$ cat config.mk
export PLATFORM = sky130hd
export DESIGN_NAME = controller_input
export DESIGN_NICKNAME = d
export VERILOG_FILES = /design/src/rtl/ctrl_pkg.sv /design/src/rtl/ctrl_debounce.sv /design/src/rtl/controller_input.sv
export SDC_FILE = /design/constraint.sdc
export NUM_CORES = 1
export LEC_CHECK = 0
export CAP_MARGIN = 40
export CORE_UTILIZATION = 51
export DETAILED_ROUTE_END_ITERATION = 8
export PLACE_DENSITY = 0.85
export SYNTH_ARGS = -nofsm -noshare
export SYNTH_HDL_FRONTEND = slang
export SYNTH_SLANG_ARGS = --single-unit
$ cat constraint.sdc
create_clock -name clk -period 2.18 [get_ports clk]
set_input_delay 0.436 -clock clk [delete_from_list [all_inputs] [get_ports clk]]
set_output_delay 0.436 -clock clk [all_outputs]
set_load 0.005 [all_outputs]
$ cat src/rtl/ctrl_pkg.sv
// ctrl_pkg: shared constants and event type for the HexDefenders controller reader.
//   NUM_PLAYERS  number of controllers on the GPIO header
//   SW_W         switches per controller
//   PIN_STRIDE   header pins per controller (switches + button)
//   PLAYER_W     width of a player index
package ctrl_pkg;

  localparam int unsigned NUM_PLAYERS = 4;
  localparam int unsigned SW_W        = 8;
  localparam int unsigned PIN_STRIDE  = 9;
  localparam int unsigned PLAYER_W    = 2;

  typedef struct packed {
    logic [PLAYER_W-1:0] player;
    logic [SW_W-1:0]     value;
  } ctrl_evt_t;

endpackage

$ cat src/rtl/ctrl_debounce.sv
// ctrl_debounce: counter-based debouncer for one synchronized button.
//   clk, rst_n  clock, asynchronous active-low reset
//   btn         synchronized button level
//   state       debounced button level
//   rise        one-cycle pulse in the cycle after state goes 0->1
module ctrl_debounce
  import ctrl_pkg::*;
#(
  parameter int DEBOUNCE_CYCLES = 500000,
  parameter int CNT_W           = $clog2(DEBOUNCE_CYCLES + 1)
) (
  input  logic clk,
  input  logic rst_n,
  input  logic btn,
  output logic state,
  output logic rise
);

  localparam logic [CNT_W-1:0] LastCnt = CNT_W'(DEBOUNCE_CYCLES - 1);

  logic [CNT_W-1:0] r_cnt;
  logic             r_state;
  logic             r_rise;

  always_ff @(posedge clk or negedge rst_n) begin
    if (!rst_n) begin
      r_cnt   <= '0;
      r_state <= 1'b0;
      r_rise  <= 1'b0;
    end else begin
      r_rise <= 1'b0;
      if (btn == r_state) begin
        r_cnt <= '0;
      end else if (r_cnt == LastCnt) begin
        // This edge makes the count reach DEBOUNCE_CYCLES: accept the new level.
        r_state <= btn;
        r_cnt   <= '0;
        r_rise  <= btn;
      end else begin
        r_cnt <= r_cnt + CNT_W'(1);
      end
    end
  end

  assign state = r_state;
  assign rise  = r_rise;

endmodule

$ cat src/rtl/controller_input.sv
// controller_input: reads four GPIO player controllers (8 switches + 1 button each),
// synchronizes all pins, debounces buttons and emits one {player, switches} event per
// press on a valid/ready stream with round-robin arbitration.
//   clk, rst_n            clock, asynchronous active-low reset
//   gpins[35:0]           raw header pins; player p: sw [9p+7:9p], button [9p+8]
//   volts[1:0]            controller supply enables, constant 2'b11
//   sw_state[31:0]        synchronized switches, player p at [8p+7:8p]
//   evt_valid/evt_ready   event handshake
//   evt_player, evt_value event payload
//   overrun, clr_overrun  sticky drop flags and clear (only with CTRL_INPUT_OVERRUN_EN)
// Optional feature macro: CTRL_INPUT_OVERRUN_EN.
module controller_input
  import ctrl_pkg::*;
#(
  parameter int NUM_PLAYERS     = 4,
  parameter int DEBOUNCE_CYCLES = 500000
) (
  input  logic        clk,
  input  logic        rst_n,
  input  logic [35:0] gpins,
  output logic [1:0]  volts,
  output logic [31:0] sw_state,
  output logic        evt_valid,
  input  logic        evt_ready,
  output logic [1:0]  evt_player,
  output logic [7:0]  evt_value
`ifdef CTRL_INPUT_OVERRUN_EN
  ,
  output logic [3:0]  overrun,
  input  logic        clr_overrun
`endif
);

  localparam int CntW = $clog2(DEBOUNCE_CYCLES + 1);

  logic [35:0] r_sync1, r_sync2;

  logic [NUM_PLAYERS-1:0][SW_W-1:0] w_sw;
  logic [NUM_PLAYERS-1:0]           w_btn, w_db_state, w_rise, w_press;

  logic [NUM_PLAYERS-1:0]           r_pending;
  logic [NUM_PLAYERS-1:0][SW_W-1:0] r_pending_val;
  logic [PLAYER_W-1:0]              r_ptr;
  logic                             r_valid;
  ctrl_evt_t                        r_evt;

  logic                             w_load, w_take, w_gnt_found;
  logic [PLAYER_W-1:0]              w_gnt, w_idx;
  logic [NUM_PLAYERS-1:0]           w_clr, w_accept;

  always_ff @(posedge clk or negedge rst_n) begin
    if (!rst_n) begin
      r_sync1 <= '0;
      r_sync2 <= '0;
    end else begin
      r_sync1 <= gpins;
      r_sync2 <= r_sync1;
    end
  end

  for (genvar p = 0; p < NUM_PLAYERS; p++) begin : g_player
    assign w_sw[p]  = r_sync2[p*PIN_STRIDE +: SW_W];
    assign w_btn[p] = r_sync2[p*PIN_STRIDE + SW_W];

    ctrl_debounce #(
      .DEBOUNCE_CYCLES(DEBOUNCE_CYCLES),
      .CNT_W          (CntW)
    ) u_debounce (
      .clk  (clk),
      .rst_n(rst_n),
      .btn  (w_btn[p]),
      .state(w_db_state[p]),
      .rise (w_rise[p])
    );
  end

  // rise already implies state=1; the AND keeps a press tied to the debounced level.
  assign w_press = w_rise & w_db_state;

  // Round-robin search starting at the pointer; the 2-bit index wraps modulo 4.
  always_comb begin
    w_gnt_found = 1'b0;
    w_gnt       = '0;
    w_idx       = '0;
    for (int i = 0; i < NUM_PLAYERS; i++) begin
      w_idx = r_ptr + PLAYER_W'(i);
      if (!w_gnt_found && r_pending[w_idx]) begin
        w_gnt_found = 1'b1;
        w_gnt       = w_idx;
      end
    end
  end

  assign w_load = !r_valid || evt_ready;
  assign w_take = w_load && w_gnt_found;

  // A slot being loaded out this cycle may be refilled by a same-cycle capture.
  always_comb begin
    w_clr    = '0;
    w_accept = '0;
    for (int p = 0; p < NUM_PLAYERS; p++) begin
      w_clr[p]    = w_take && (w_gnt == PLAYER_W'(p));
      w_accept[p] = w_press[p] && (!r_pending[p] || w_clr[p]);
    end
  end

  always_ff @(posedge clk or negedge rst_n) begin
    if (!rst_n) begin
      r_pending     <= '0;
      r_pending_val <= '0;
    end else begin
      r_pending <= (r_pending & ~w_clr) | w_accept;
      for (int p = 0; p < NUM_PLAYERS; p++) begin
        if (w_accept[p]) r_pending_val[p] <= w_sw[p];
      end
    end
  end

  always_ff @(posedge clk or negedge rst_n) begin
    if (!rst_n) begin
      r_valid <= 1'b0;
      r_evt   <= '0;
      r_ptr   <= '0;
    end else if (w_take) begin
      r_valid      <= 1'b1;
      r_evt.player <= w_gnt;
      r_evt.value  <= r_pending_val[w_gnt];
      r_ptr        <= w_gnt + PLAYER_W'(1);
    end else if (w_load) begin
      r_valid <= 1'b0;
    end
  end

`ifdef CTRL_INPUT_OVERRUN_EN
  logic [NUM_PLAYERS-1:0] w_drop;
  logic [NUM_PLAYERS-1:0] r_overrun;

  assign w_drop = w_press & r_pending & ~w_clr;

  // A drop in the clearing cycle still sets its flag.
  always_ff @(posedge clk or negedge rst_n) begin
    if (!rst_n) begin
      r_overrun <= '0;
    end else begin
      r_overrun <= (clr_overrun ? '0 : r_overrun) | w_drop;
    end
  end

  assign overrun = r_overrun;
`endif

  assign volts      = 2'b11;
  assign sw_state   = w_sw;
  assign evt_valid  = r_valid;
  assign evt_player = r_evt.player;
  assign evt_value  = r_evt.value;

endmodule

# Word-level counts from Yosys, hierarchy flattened
# Index checks and enable logic that the tools add are counted.
# W data, S select, Z words.
[totals]
regBits = 205
in_bits = 39
out_inout_bits = 45
word_cells = 122
[op_classes]
add_sub_neg = 8
order_cmp = 5
eq_ne = 11
muxes = 36
bitwise = 8
reduce_logical = 31
[ops]
columns = ["operator", "n"]
rows = [
  ["$mux W19", 8],
  ["$add A19 B1 Y19 const B", 4],
  ["$eq A19 B19 Y1 const B", 4],
  ["$mux W1", 18],
  ["$bmux W8 S2", 1],
  ["$lt A2 B3 Y1 const B", 5],
  ["$logic_and A1 B1 Y1", 12],
  ["$and A4 B4 Y4", 2],
  ["$bmux W1 S2", 4],
  ["$logic_not A1 Y1", 8],
  ["$mux W2", 4],
  ["$mux W8", 1],
  ["$reduce_and A2 Y1", 4],
  ["$logic_or A1 B1 Y1", 5],
  ["$add A2 B1 Y2 const B", 2],
  ["$add A2 B2 Y2 const B", 2],
  ["$eq A1 B1 Y1", 4],
  ["$eq A2 B2 Y1 const B", 2],
  ["$not A1 Y1", 4],
  ["$not A4 Y4", 1],
  ["$or A4 B4 Y4", 1],
  ["$eq A2 B1 Y1 const B", 1],
  ["$logic_not A2 Y1", 1],
  ["$reduce_bool A2 Y1", 1],
]

# Longest topological paths before layout
# Gate-level depths: netlist of run 1.
[logic_depth]
ltp_word = 17
mapped_depth = 8
depth_no_buf = 6

# Hierarchy
# Synthesis of run 1 repeated with hierarchy kept, for this count alone.
[hier_totals]
hier_cells = 709
area_unflattened_um2 = 8624.5
[by_module_without_submodules]
columns = ["module", "instances", "cells_each", "area_per_inst_um2", "seq_area_each_um2"]
rows = [
  ["controller_input", 1, 277, 4350.4, 3027.9],
  ["ctrl_debounce", 4, 108, 1068.5, 525.5],
]

# Worst setup path before layout of run 1
# OpenSTA, ideal clock, no wires.
[synth_path]
kind = "register to register"
start = "register r_pending[2]"
end = "register r_pending_val[0] (netlist bit)"
setup_time_ns = 0.125
t_arrival_ns = 2.089
t_required_ns = 2.055
setup_slack_ns = -0.033
path_stages_with_launch = 7
path_buffers = 1
period_less_slack_ns = 2.213
cell_sequence = "dfrtp_1 -> nor2b_1 -> a311o_1 -> and2_1 -> buf_2 -> o41ai_4 -> mux2_2"
[synth_via]
elab_chain_len = 16
word_cells_on_any_way = 27
cone_classes = "mux: 16; reduce/logical: 11"
[synth_lines]
columns = ["item", "line_no", "source"]
rows = [
  ["start: declaration", "controller_input.sv:41", "logic [NUM_PLAYERS-1:0] r_pending;"],
  ["start signal: assignment", "controller_input.sv:112", "r_pending <= (r_pending & ~w_clr) | w_accept;"],
  ["$bmux W1 S2", "controller_input.sv:87", "if (!w_gnt_found && r_pending[w_idx]) begin"],
  ["$mux W1 (implied by the code)", "controller_input.sv:87", ""],
  ["$mux W1", "controller_input.sv:87", ""],
  ["$logic_not A1 Y1", "controller_input.sv:87", ""],
  ["$logic_and A1 B1 Y1", "controller_input.sv:87", ""],
  ["$mux W1", "controller_input.sv:87", ""],
  ["$logic_not A1 Y1", "controller_input.sv:87", ""],
  ["$logic_and A1 B1 Y1", "controller_input.sv:87", ""],
  ["$mux W1", "controller_input.sv:87", ""],
  ["$logic_not A1 Y1", "controller_input.sv:87", ""],
  ["$logic_and A1 B1 Y1", "controller_input.sv:87", ""],
  ["$mux W2 or $mux W1 (tied branches)", "controller_input.sv:87", ""],
  ["$logic_not A2 Y1 or $logic_and A1 B1 Y1 (tied branches)", "controller_input.sv:102, controller_input.sv:95", ""],
  ["$logic_and A1 B1 Y1 *", "controller_input.sv:102", "w_clr[p] = w_take && (w_gnt == PLAYER_W'(p));"],
  ["$logic_or A1 B1 Y1 *", "controller_input.sv:103", "w_accept[p] = w_press[p] && (!r_pending[p] || w_clr[p]);"],
  ["$logic_and A1 B1 Y1 *", "controller_input.sv:103", ""],
  ["end signal: indexed assignment", "controller_input.sv:114", "if (w_accept[p]) r_pending_val[p] <= w_sw[p];"],
  ["end: declaration", "controller_input.sv:42", "logic [NUM_PLAYERS-1:0][SW_W-1:0] r_pending_val;"],
]
# Every way passes the cells marked *; elsewhere a longest branch is shown, timed or not. The select of a mux whose other input is x is not followed.
# A chain may end at the register's enable or synchronous reset.

# Worst setup path in the final report of run 1
[layout_path]
start = "register r_ptr[0]"
end = "register r_pending_val[4] (netlist bit)"
[layout_via]
elab_chain_len = 16
word_cells_on_any_way = 30
cone_classes = "add/sub: 3; mux: 16; reduce/logical: 11"
[layout_lines]
columns = ["item", "line_no", "source"]
rows = [
  ["start: declaration", "controller_input.sv:43", "logic [PLAYER_W-1:0] r_ptr;"],
  ["start signal: assignment", "controller_input.sv:128", "r_ptr <= w_gnt + PLAYER_W'(1);"],
  ["parallel branches: the longest is 13 deep, another holds $add A2 B1 Y2", "-", ""],
  ["$logic_and A1 B1 Y1 *", "controller_input.sv:102", ""],
  ["$logic_or A1 B1 Y1 *", "controller_input.sv:103", ""],
  ["$logic_and A1 B1 Y1 *", "controller_input.sv:103", ""],
]
# Mark *: on every way between the ends. The select of a mux whose other input is x is not followed.

==> results.md, run 1 <==
- Final HPWL DP: around 12000 um
- Core ar.: 16100 um2
- Worst path bufs/invs: 1
- Largest net degree at the start of global routing: between 60 and 70
- Hold WC Path Type: flip-flop to flip-flop
- Crit path max-delay cell type: dfrtp_1
- Final Critical Period: between 2 and 2.5 ns
- Critical path arrival: 2.47 ns
- Post-Place Setup Slack: -0.0202 ns
- Layout Nets: 884
- Residual DRC: 0
- Flip-flop and latch area: 5130 um2
- WL/cell: roughly 16 um
- Clk_lat worst skew: 0.49 ns
- First-pass GRT wire length: 29100 um
- Yosys warnings: 0
- Slowest cell delay on critical path: between 0.4 and 0.5 ns
- CTS Buf Count: 22
- CTS tree: yes
- Peak Freq: about 480 MHz
- Post-CTS setup buffers: 0
- Post-Layout Cell Count: about 1100
- All-Layer GR Usage: 0.215
- Number of DRC markers in iteration 0: roughly 370
- Mapped Cells: about 750
- Area grow syn2layout: 23.4%
- Multi-input gate area: around 3100 um2
- Fin. Hold Viols: 0
- Setup slack after layout: 0.0800 ns
- Startpoint types: flip-flop
- Setup CP Type: flip-flop to flip-flop
- Die width: ~130 um
- Post-synthesis cell area: 8460 um2
- Max Cap Violations: 0
- Setup tns final: 0 ns
- I/O Pins: between 80 and 90
- Normalized max-slew margin: 0.534
- Core Util, Final: 0.650
- Crit. End Element: flip-flop
- Antenna diode count: 0
- Run status: completed
- Post-Route WL: between 15000 and 20000 um
- Post-Syn Area per Cell: around 11 um2
- Power Total: 0.0105 W
- Critical Path RT: around 2.6 ns
- Post-synth cell types: 45
- Post-route ant nets: 0
- CTS Sinks: approximately 210
- Final setup violating endpoints: 0
- Initial antenna violation count: 0
- Clk_skew: roughly 0.011 ns
- P_leak: around 4.6 nW
- Max IR drop VDD: a little over 0.0007 V
- CTS H-tree lvls: 1
- Row Count: 46
- Dpl cells: around 1000
- Max Slew Vio Count: 0
- Die area: roughly 17000 um2
- DR vias: 6006
- Drt first pass iters: 5
- Global route total overflow: 0
- Fraction of layout instances using a drive strength above 1: 0.109
- Worst-case clock buffer depth: 3
- Via-to-Cell Ratio: around 5.6
- Peak fanout along the critical path: 8
- Register area share after synthesis: 0.606
- Power Density: just over 1000 nW/um2
- CTS Root Cell: clkbuf_16
- Cell breakdown of the critical path: nand2b_1, a21o_1, and3_2, o41ai_4, buf_4, mux2_2
- Die Height: about 130 um
- Largest delay contributor family on the critical path: compound AO/OA/AOI/OAI gates
- Clock-pin transition on the worst setup and hold timing paths: ~0.060 ns
- Yosys reg bits: around 210
- Input/output buffers: just over 80
- Vias in the first global route: 6053
- Final worst path period share: 0.963
- Initial core utilization: 0.527
- Slew @ Worst Pin: roughly 0.7 ns
- Fillcell total: approximately 1100
- Gpl congestion: between 0.8 and 0.9
synth_stat cells, drive strengths merged:
library cell | n | share of area
a211oi | 8 | 0.0071
a21o | 4 | 0.0035
a21oi | 2 | 0.0016
a221oi | 9 | 0.0093
a311o | 8 | 0.0095
and2 | 11 | 0.0081
and3 | 25 | 0.018
and3b | 3 | 0.0031
and4 | 8 | 0.0083
buf | 9 | 0.0059
clkbuf | 23 | 0.010
conb | 1 | 0.00044
dfrtp | 205 | 0.61
ha | 4 | 0.0059
inv | 19 | 0.0084
mux2 | 20 | 0.027
mux2i | 8 | 0.0095
nand2 | 63 | 0.028
nand2b | 3 | 0.0022
nand3 | 40 | 0.024
nand4 | 19 | 0.014
nand4b | 2 | 0.0021
nand4bb | 1 | 0.0013
nor2 | 96 | 0.043
nor2b | 2 | 0.0015
nor3 | 7 | 0.0041
nor3b | 3 | 0.0027
nor4 | 11 | 0.0081
nor4b | 6 | 0.0062
o21a | 1 | 0.00089
o21ai | 14 | 0.0083
o22ai | 8 | 0.0059
o311ai | 16 | 0.017
o31ai | 1 | 0.00089
o41a | 1 | 0.0013
o41ai | 1 | 0.0033
or2 | 10 | 0.0074
or4b | 1 | 0.0012
xnor2 | 33 | 0.034
xor2 | 40 | 0.041
through the flow:
| stage | cell area, um2 | hold slack (ns) |
|---|---|---|
| floorplan | 8470 | 0.140 |
| global placement | 9630 | 0.331 |
| detailed placement | 9630 | 0.335 |
| CTS | 10400 | 0.347 |
| global route | 10400 | 0.350 |
| finish | 10400 | 0.346 |
routing by layer:
| metal | wire (um) | up-vias | track usage |
|---|---|---|---|
| li1 | - | 2788 | - |
| met1 | 7680 | 3006 | 0.287 |
| met2 | 8790 | 175 | 0.365 |
| met3 | 772 | 37 | 0.0305 |
| met4 | 411 | 0 | 0.0703 |
| met5 | 0 | - | 0 |
cell families after synthesis:
group | count (synthesis) | synth area share
buffers and inverters | 51 | 0.0245
other | 1 | 0.000443
muxes | 28 | 0.0361
adders and majority gates | 4 | 0.00591
AOI/OAI and AO/OA | 73 | 0.0682
and+or+nand+nor | 311 | 0.183
DFF | 205 | 0.606
xor gates and xnor gates | 73 | 0.0756
path summary, 6_finish.rpt:
check / startpoint / end / slack [ns] / cells past startpoint
max in group asynchronous: rst_n / r_sync2[3] / 1.00 / 3
min reg2reg: r_sync1[2] / r_sync2[2] / 0.35 / 0
max: r_ptr[0] / r_pending_val[4] / 0.08 / 6
min in group asynchronous: rst_n / g_player[0].u_debounce.r_cnt[12] / 0.51 / 2
max reg2reg: r_ptr[0] / r_pending_val[4] / 0.08 / 6
min: r_sync1[2] / r_sync2[2] / 0.35 / 0
flip-flops by register name, summed over array words and instances (netlist names):
| signal | flops |
|---|---|
| r_pending_val | 32 |
| evt_value | 8 |
| g_player.u_debounce.state | 4 |
| g_player.u_debounce.rise | 4 |
| evt_player | 2 |
| r_ptr | 2 |
| evt_valid | 1 |
| r_sync2 | 36 |
| g_player.u_debounce.r_cnt | 76 |
| r_sync1 | 36 |
| r_pending | 4 |
placed cells by master, fill, tap and decap left out, types with 16 or more instances in the layout:
cell type	count
nand3_1	40
mux2_2	18
nand2_1	63
o311ai_0	16
and3_1	24
clkdlybuf4s50_1	80
xor2_1	40
nand4_1	19
inv_1	19
dfrtp_1	205
xnor2_1	33
clkbuf_16	23
nor2_1	96
report_power, final:
group / switching [W] / internal [W] / total, W
Combinational: 0.00127 / 0.00102 / 0.00229
Sequential: 0.000184 / 0.00404 / 0.00423
Clock: 0.00146 / 0.00255 / 0.00401
repair_timing:
| item | CTS | global route |
|---|---|---|
| hold endpoints to repair | 54 | 0 |
| endpoints found under the setup margin | 0 | 23 |
| hold buffers | 1 | 0 |
| resized for setup | 0 | 6 |
layout make-up:
| class | count | area share |
|---|---|---|
| sequential | 205 | 0.491 |
| clock buffer | 29 | 0.0621 |
| multi-input combinational | 491 | 0.301 |
| timing repair buffer | 102 | 0.0993 |
| inverter | 19 | 0.00683 |
| tap | 216 | 0.0259 |
| clock inverter | 8 | 0.0138 |
Note: power is estimated with default switching activity, not from simulation.
==> inputs of run 2 (changes only) <==
--- a/config.mk
+++ b/config.mk
@@ -8,7 +8,7 @@
 export CAP_MARGIN = 40
 export CORE_UTILIZATION = 51
 export DETAILED_ROUTE_END_ITERATION = 8
-export PLACE_DENSITY = 0.85
+export PLACE_DENSITY_LB_ADDON = 0.2
 export SYNTH_ARGS = -nofsm -noshare
 export SYNTH_HDL_FRONTEND = slang
 export SYNTH_SLANG_ARGS = --single-unit
==> results.md, run 2 (synthesized netlist as in run 1, its figures left out) <==
- Clk_skew: 0.00944 ns (-0.00184 ns)
- Hold depth: 0 (unchanged)
- Crit. End Element: flip-flop
- Die width: 131 um (unchanged)
- CTS Buf Count: 23 (+4.5%)
- Post-route ant nets: 0 (unchanged)
- Gpl congestion: 0.814 (-5.0%)
- Clock-pin transition on the worst setup and hold timing paths: 0.06 ns (about the same)
- Run status: completed
- Fin. Hold Viols: 0 (unchanged)
- P_int: 0.00761 W (about the same)
- Final Instance Area: 10500 um2 (+0.23%)
- Slew @ Worst Pin: 0.695 ns (-0.00202 ns)
- Hold WC Path Type: flip-flop to flip-flop
- CP Launch Point: r_ptr[0]
- Combinational power share: 0.230 (+0.013)
- WL/cell: 15.9 um (-3.5%)
- Final HPWL DP: 11800 um (+0.39%)
- Post-CTS setup buffers: 0 (unchanged)
- Biggest regs: g_player.u_debounce.r_cnt x76, r_sync1 x36, r_sync2 x36
- Final Critical Period: 2.08 ns (-0.0160 ns)
- Clock share of power: 0.372 (-0.009)
- P_leak: 4.58 nW (-0.21%)
- Top reg by flops: g_player.u_debounce.r_cnt
- Largest delay contributor family on the critical path: compound AO/OA/AOI/OAI gates
- Max FFs per register: 76 (unchanged)
- Flip-flop and latch area: 5130 um2 (about the same)
- DRT met1 WL: 7730 um (+0.68%)
- Multi-input gate area: 3170 um2 (+0.88%)
- Core ar.: 16100 um2 (unchanged)
- Final worst path period share: 0.956 (-0.00732)
- CTS tree: yes
- All-Layer GR Usage: 0.215 (-0.000290)
- DR vias: 5900 (-1.8%)
- Highest routed layer: met4
- Sequential share of power: 0.398 (-0.003)
- CTS Sinks: 205 (unchanged)
- Reg-to-Reg End: r_pending_val[22]
- CTS Root Cell: clkbuf_16
- Most frequent cells in the layout: 203 x dfrtp_1, 96 x nor2_1, 80 x clkdlybuf4s50_1, 62 x nand2_1
- Number of DRC markers in iteration 0: 332 (-9.0%)
- Reg2reg setup slack: 0.1 ns (+0.02 ns)
- Peak fanout along the critical path: 8 (unchanged)
- Drt first pass iters: 4 (-1)
- Final setup violating endpoints: 0 (unchanged)
- Clk_lat worst skew: 0.50 ns (about the same)
- Row Count: 46 (unchanged)
- Crit path max-delay cell type: o41a_1
- Worst r2r src: r_ptr[0]
- Power Density: 1010 nW/um2 (+0.26%)
- Largest net degree at the start of global routing: 59 (-3.3%)
- Max Slew Vio Count: 0 (unchanged)
- First-pass GRT wire length: 29000 um (-0.36%)
- Worst-case clock buffer depth: 3 (unchanged)
- Die area: 17100 um2 (unchanged)
- Slowest cell delay on critical path: 0.56 ns (+0.15 ns)
- Post-Route WL: 17100 um (-3.0%)
- Setup tns final: 0 ns (unchanged)
- Setup CP Type: flip-flop to flip-flop
- Cells on worst reg2reg path: 5 (-1)
- Critical Path RT: 2.56 ns (about the same)
- Psw: 0.00298 W (+2.0%)
- Peak Freq: 480 MHz (+0.77%)
- Vias in the first global route: 5908 (-2.4%)
- Initial core utilization: 0.527 (unchanged)
- Normalized max-slew margin: 0.536 (+0.00135)
- Fillcell total: 1207 (+5.0%)
- Global route total overflow: 0 (unchanged)
- Antenna diode count: 0 (unchanged)
- Input/output buffers: 81 (unchanged)
- Startpoint types: flip-flop
- Max Cap Violations: 0 (unchanged)
- I/O Pins: 84 (unchanged)
- Initial antenna violation count: 0 (unchanged)
- DP Area: 9630 um2 (about the same)
- CP endpoint: r_pending_val[22]
- Critical path arrival: 2.47 ns (about the same)
- Area grow syn2layout: 23.7%
- Max IR drop VDD: 0.000655 V (-9.6%)
- Cell breakdown of the critical path: nand2b_1, a21o_1, and3_2, o41a_1, mux2_1
- Worst path bufs/invs: 0 (-1)
- CTS H-tree lvls: 1 (unchanged)
- Commonest non-fill, non-tap cell in the layout: dfrtp_1
- Via-to-Cell Ratio: 5.49 (-2.2%)
- Stages on worst setup path: 5 (-1)
- Met3 wire length: 642 um (-17%)
- Residual DRC: 0 (unchanged)
- Switching part of the total: 0.281 (+0.00413)
- Die Height: 131 um (unchanged)
- DR WL met2: 8220 um (-6.5%)
- RSZ-0062 raised after global routing: false
- Fraction of layout instances using a drive strength above 1: 0.119 (+0.00984)
- Layout Nets: 887 (+0.34%)
run 2: cell count changes in the layout (fill, tap and decap cells not counted), moves of 2 or more:
cell        previous run  this run
a211oi_1               8         2
a211oi_2               0         6
clkbuf_1               1         4
buf_4                 15        17
clkinvlp_4             0         2
dfrtp_1              205       203
dfrtp_2                0         2
run 2: how the worst min path moves through the flow:
stage	from	end	slack, ns
5_1_grt	r_sync1[10]	r_sync2[10]	0.35
3_5_place_dp	r_sync1[25]	r_sync2[25]	0.33
2_1_floorplan	rst_n	evt_player[0]	0.14
6_report	r_sync1[27]	r_sync2[27]	0.34
4_1_cts	r_sync1[27]	r_sync2[27]	0.34
3_3_place_gp	r_sync1[23]	r_sync2[23]	0.33
run 2: layout make-up:
cell class                      count  area share
Sequential cell                   205       0.490
Multi-Input combinational cell    491       0.303
Timing Repair Buffer              104      0.0997
Clock buffer                       32      0.0630
Tap cell                          216      0.0258
Clock inverter                      8      0.0115
Inverter                           19     0.00681
run 2: layer usage:
layer | vias up | global-route usage
met3 | 38 | 0.0358
met1 | 2930 | 0.296
li1 | 2804 | -
met4 | 0 | 0.0703
met2 | 128 | 0.350
met5 | - | 0
run 2: metrics by stage:
| stage | worst slack [ns] | power, W | util | hold slack, ns | instances |
|---|---|---|---|---|---|
| after CTS | 0.00403 | 0.0106 | 0.649 | 0.343 | 1075 |
| after global placement | 0.0170 | 0.00650 | 0.600 | 0.332 | 1034 |
| after floorplan | 0.0453 | 0.00556 | - | 0.140 | 747 |
| after detailed placement | -0.0451 | 0.00662 | 0.600 | 0.335 | 1034 |
| final | 0.0960 | 0.0106 | 0.652 | 0.340 | 1075 |
| after global routing | 0.0125 | 0.0111 | 0.652 | 0.350 | 1075 |
run 2: power groups by stage:
stage / logic [W] / registers, W / clock network (W)
2_1_floorplan: 0.00132 / 0.00424 / 0
5_1_grt: 0.00269 / 0.00425 / 0.00418
3_5_place_dp: 0.00234 / 0.00428 / 0
3_3_place_gp: 0.00223 / 0.00427 / 0
4_1_cts: 0.00239 / 0.00422 / 0.00404
6_report: 0.00243 / 0.00422 / 0.00393
run 2: timing repair:
action | CTS | global route
endpoints found under the setup margin | 2 | 24
hold endpoints to repair | 48 | 0
resized for setup | 2 | 12
hold buffers | 1 | 0
gates cloned | 0 | 0
==> inputs of run 3 (changes only) <==
--- a/config.mk
+++ b/config.mk
@@ -6,7 +6,7 @@
 export NUM_CORES = 1
 export LEC_CHECK = 0
 export CAP_MARGIN = 40
-export CORE_UTILIZATION = 51
+export CORE_UTILIZATION = 55
 export DETAILED_ROUTE_END_ITERATION = 8
 export PLACE_DENSITY_LB_ADDON = 0.2
 export SYNTH_ARGS = -nofsm -noshare
==> constraint.sdc (replaced) <==
create_clock -name clk -period 2.09 [get_ports clk]
set_input_delay 0.209 -clock clk [delete_from_list [all_inputs] [get_ports clk]]
set_output_delay 0.209 -clock clk [all_outputs]
set_load 0.005 [all_outputs]
==> results.md, run 3 (synthesized netlist as in run 1, its figures left out) <==
- DP Area: 9630 um2 (about the same)
- Clk_lat worst skew: 0.49 ns (about the same)
- Initial antenna violation count: 0 (unchanged)
- Peak Freq: 482 MHz (+0.40%)
- Setup CP Type: flip-flop to flip-flop
- Most frequent cells in the layout: 203 x dfrtp_1, 96 x nor2_1, 80 x clkdlybuf4s50_1, 62 x nand2_1
- I/O Pins: 84 (unchanged)
- Max Cap Violations: 0 (unchanged)
- Power Density: 1010 nW/um2 (-0.16%)
- Top reg by flops: g_player.u_debounce.r_cnt
- Setup slack after layout: 0.0143 ns (-0.0817 ns)
- Max Slew Vio Count: 0 (unchanged)
- Final setup violating endpoints: 0 (unchanged)
- Post-Place Setup Slack: -0.00657 ns (+0.0385 ns)
- Via-to-Cell Ratio: 5.63 (+2.6%)
- Worst-case clock buffer depth: 3 (unchanged)
- Reg2reg setup slack: 0.01 ns (-0.08 ns)
- Core ar.: 14800 um2 (-8.1%)
- DR vias: 5875 (-0.42%)
- Max FFs per register: 76 (unchanged)
- Peak fanout along the critical path: 8 (unchanged)
- First-pass GRT wire length: 28500 um (-1.8%)
- Drt first pass iters: 5 (+1)
- Area grow syn2layout: 22.4%
- Commonest non-fill, non-tap cell in the layout: dfrtp_1
- CTS Sinks: 205 (unchanged)
- Number of DRC markers in iteration 0: 369 (+11%)
- Critical path arrival: 2.44 ns (-0.03 ns)
- Initial core utilization: 0.574 (+0.0466)
- Vias in the first global route: 5704 (-3.5%)
- Critical Path RT: 2.46 ns (-0.10 ns)
- Hold slack: 0.151 ns (-0.189 ns)
- Post-Route WL: 16900 um (-1.4%)
- Gpl congestion: 0.912 (+12%)
- CTS Root Cell: clkbuf_16
- Die width: 126 um (-3.7%)
- CTS Buf Count: 21 (-8.7%)
- Antenna diode count: 0 (unchanged)
- Fraction of layout instances using a drive strength above 1: 0.118 (-0.00116)
- Startpoint types: flip-flop
- Fillcell total: 1072 (-11%)
- Run status: completed
- Layout Nets: 888 (+0.11%)
- Biggest regs: g_player.u_debounce.r_cnt x76, r_sync1 x36, r_sync2 x36
- Normalized max-slew margin: 0.533 (-0.00239)
- CTS H-tree lvls: 1 (unchanged)
- All-Layer GR Usage: 0.223 (+0.00788)
- Slew @ Worst Pin: 0.700 ns (+0.00487 ns)
- Hold WC Path Type: primary input to flip-flop
- Crit. End Element: flip-flop
- Post-route ant nets: 0 (unchanged)
- Largest net degree at the start of global routing: 73 (+24%)
- P_leak: 4.57 nW (-0.25%)
- Max IR drop VDD: 0.000696 V (+6.2%)
- Die Height: 126 um (-3.7%)
- Clock-pin transition on the worst setup and hold timing paths: 0.06 ns (about the same)
- Global route total overflow: 0 (unchanged)
- Row Count: 44 (-4.3%)
- Final Instance Area: 10400 um2 (-1.1%)
- Final Critical Period: 2.08 ns (-0.00832 ns)
- Residual DRC: 0 (unchanged)
- CTS tree: yes
- Die area: 15900 um2 (-7.2%)
- Final HPWL DP: 12000 um (+1.7%)
- WL/cell: 16.2 um (+1.6%)
- Final worst path period share: 0.993 (+0.0372)
- Clk_skew: 0.0125 ns (+0.00306 ns)
- RSZ-0062 raised after global routing: true
- Input/output buffers: 81 (unchanged)
- Fin. Hold Viols: 0 (unchanged)
-- run 3: changes by cell type in the layout (fill, tap and decap cells not counted), moves of 2 or more --
cell | previous run | this run
a211oi_1 | 2 | 8
a211oi_2 | 6 | 0
buf_4 | 17 | 19
bufinv_16 | 3 | 1
clkbuf_1 | 4 | 2
clkbuf_16 | 23 | 21
clkinv_2 | 3 | 5
clkinvlp_4 | 2 | 0
-- run 3: routing by layer --
metal	track usage	share of wire
met3	0.0378	0.041
met2	0.350	0.47
met4	0.0794	0.030
met1	0.316	0.46
met5	0	0
-- run 3: metrics by stage --
| stage | power, W | std cells | utilization | setup TNS [ns] |
|---|---|---|---|---|
| floorplan | 0.00582 | 747 | - | -0.140 |
| global placement | 0.00674 | 1005 | 0.653 | 0 |
| detailed placement | 0.00683 | 1005 | 0.653 | -0.00657 |
| CTS | 0.0105 | 1043 | 0.700 | 0 |
| global route | 0.0110 | 1043 | 0.702 | -0.764 |
| finish | 0.0105 | 1043 | 0.702 | 0 |
-- run 3: final timing paths --
kind,cells after the start,to,from
setup reg to reg,6,r_pending_val[5],r_pending[1]
min in group asynchronous,2,r_sync2[29],rst_n
hold reg to reg,0,r_sync2[2],r_sync1[2]
setup / recovery,6,r_pending_val[5],r_pending[1]
max in group asynchronous,3,r_sync2[10],rst_n
hold / removal,1,r_sync1[0],gpins[0]
-- run 3: critical path, stage by stage (launching register included) --
cell and delay (ns):
dfrtp_1 0.43, nand2b_1 0.19, a21o_1 0.19, and3_2 0.23
o41ai_4 0.39, buf_6 0.19, mux2_2 0.34
-- run 3: timing repair --
item / 4_1_cts / 5_1_grt
setup endpoints to repair: 8 / 34
resized for setup: 2 / 9
hold buffers: 1 / 0
hold endpoints to repair: 66 / 0
buffers inserted: 0 / 0
gates cloned: 0 / 0
-- run 3: layout make-up --
| cell class | instances | area [um2] | area share |
|---|---|---|---|
| Clock inverter | 8 | 72.6 | 0.00701 |
| Tap cell | 184 | 230 | 0.0222 |
| Sequential cell | 205 | 5130 | 0.496 |
| Timing Repair Buffer | 107 | 1080 | 0.104 |
| Inverter | 19 | 71.3 | 0.00689 |
| Multi-Input combinational cell | 491 | 3160 | 0.305 |
| Clock buffer | 29 | 616 | 0.0594 |
-- run 3: power breakdown --
part,internal [W],total [W],leakage (nW),switching (W)
Clock,0.00218,0.00364,0.347,0.00146
Sequential,0.00422,0.00440,2.62,0.000181
Combinational,0.00111,0.00241,1.61,0.00130
Total,0.00751,0.0105,4.57,0.00294
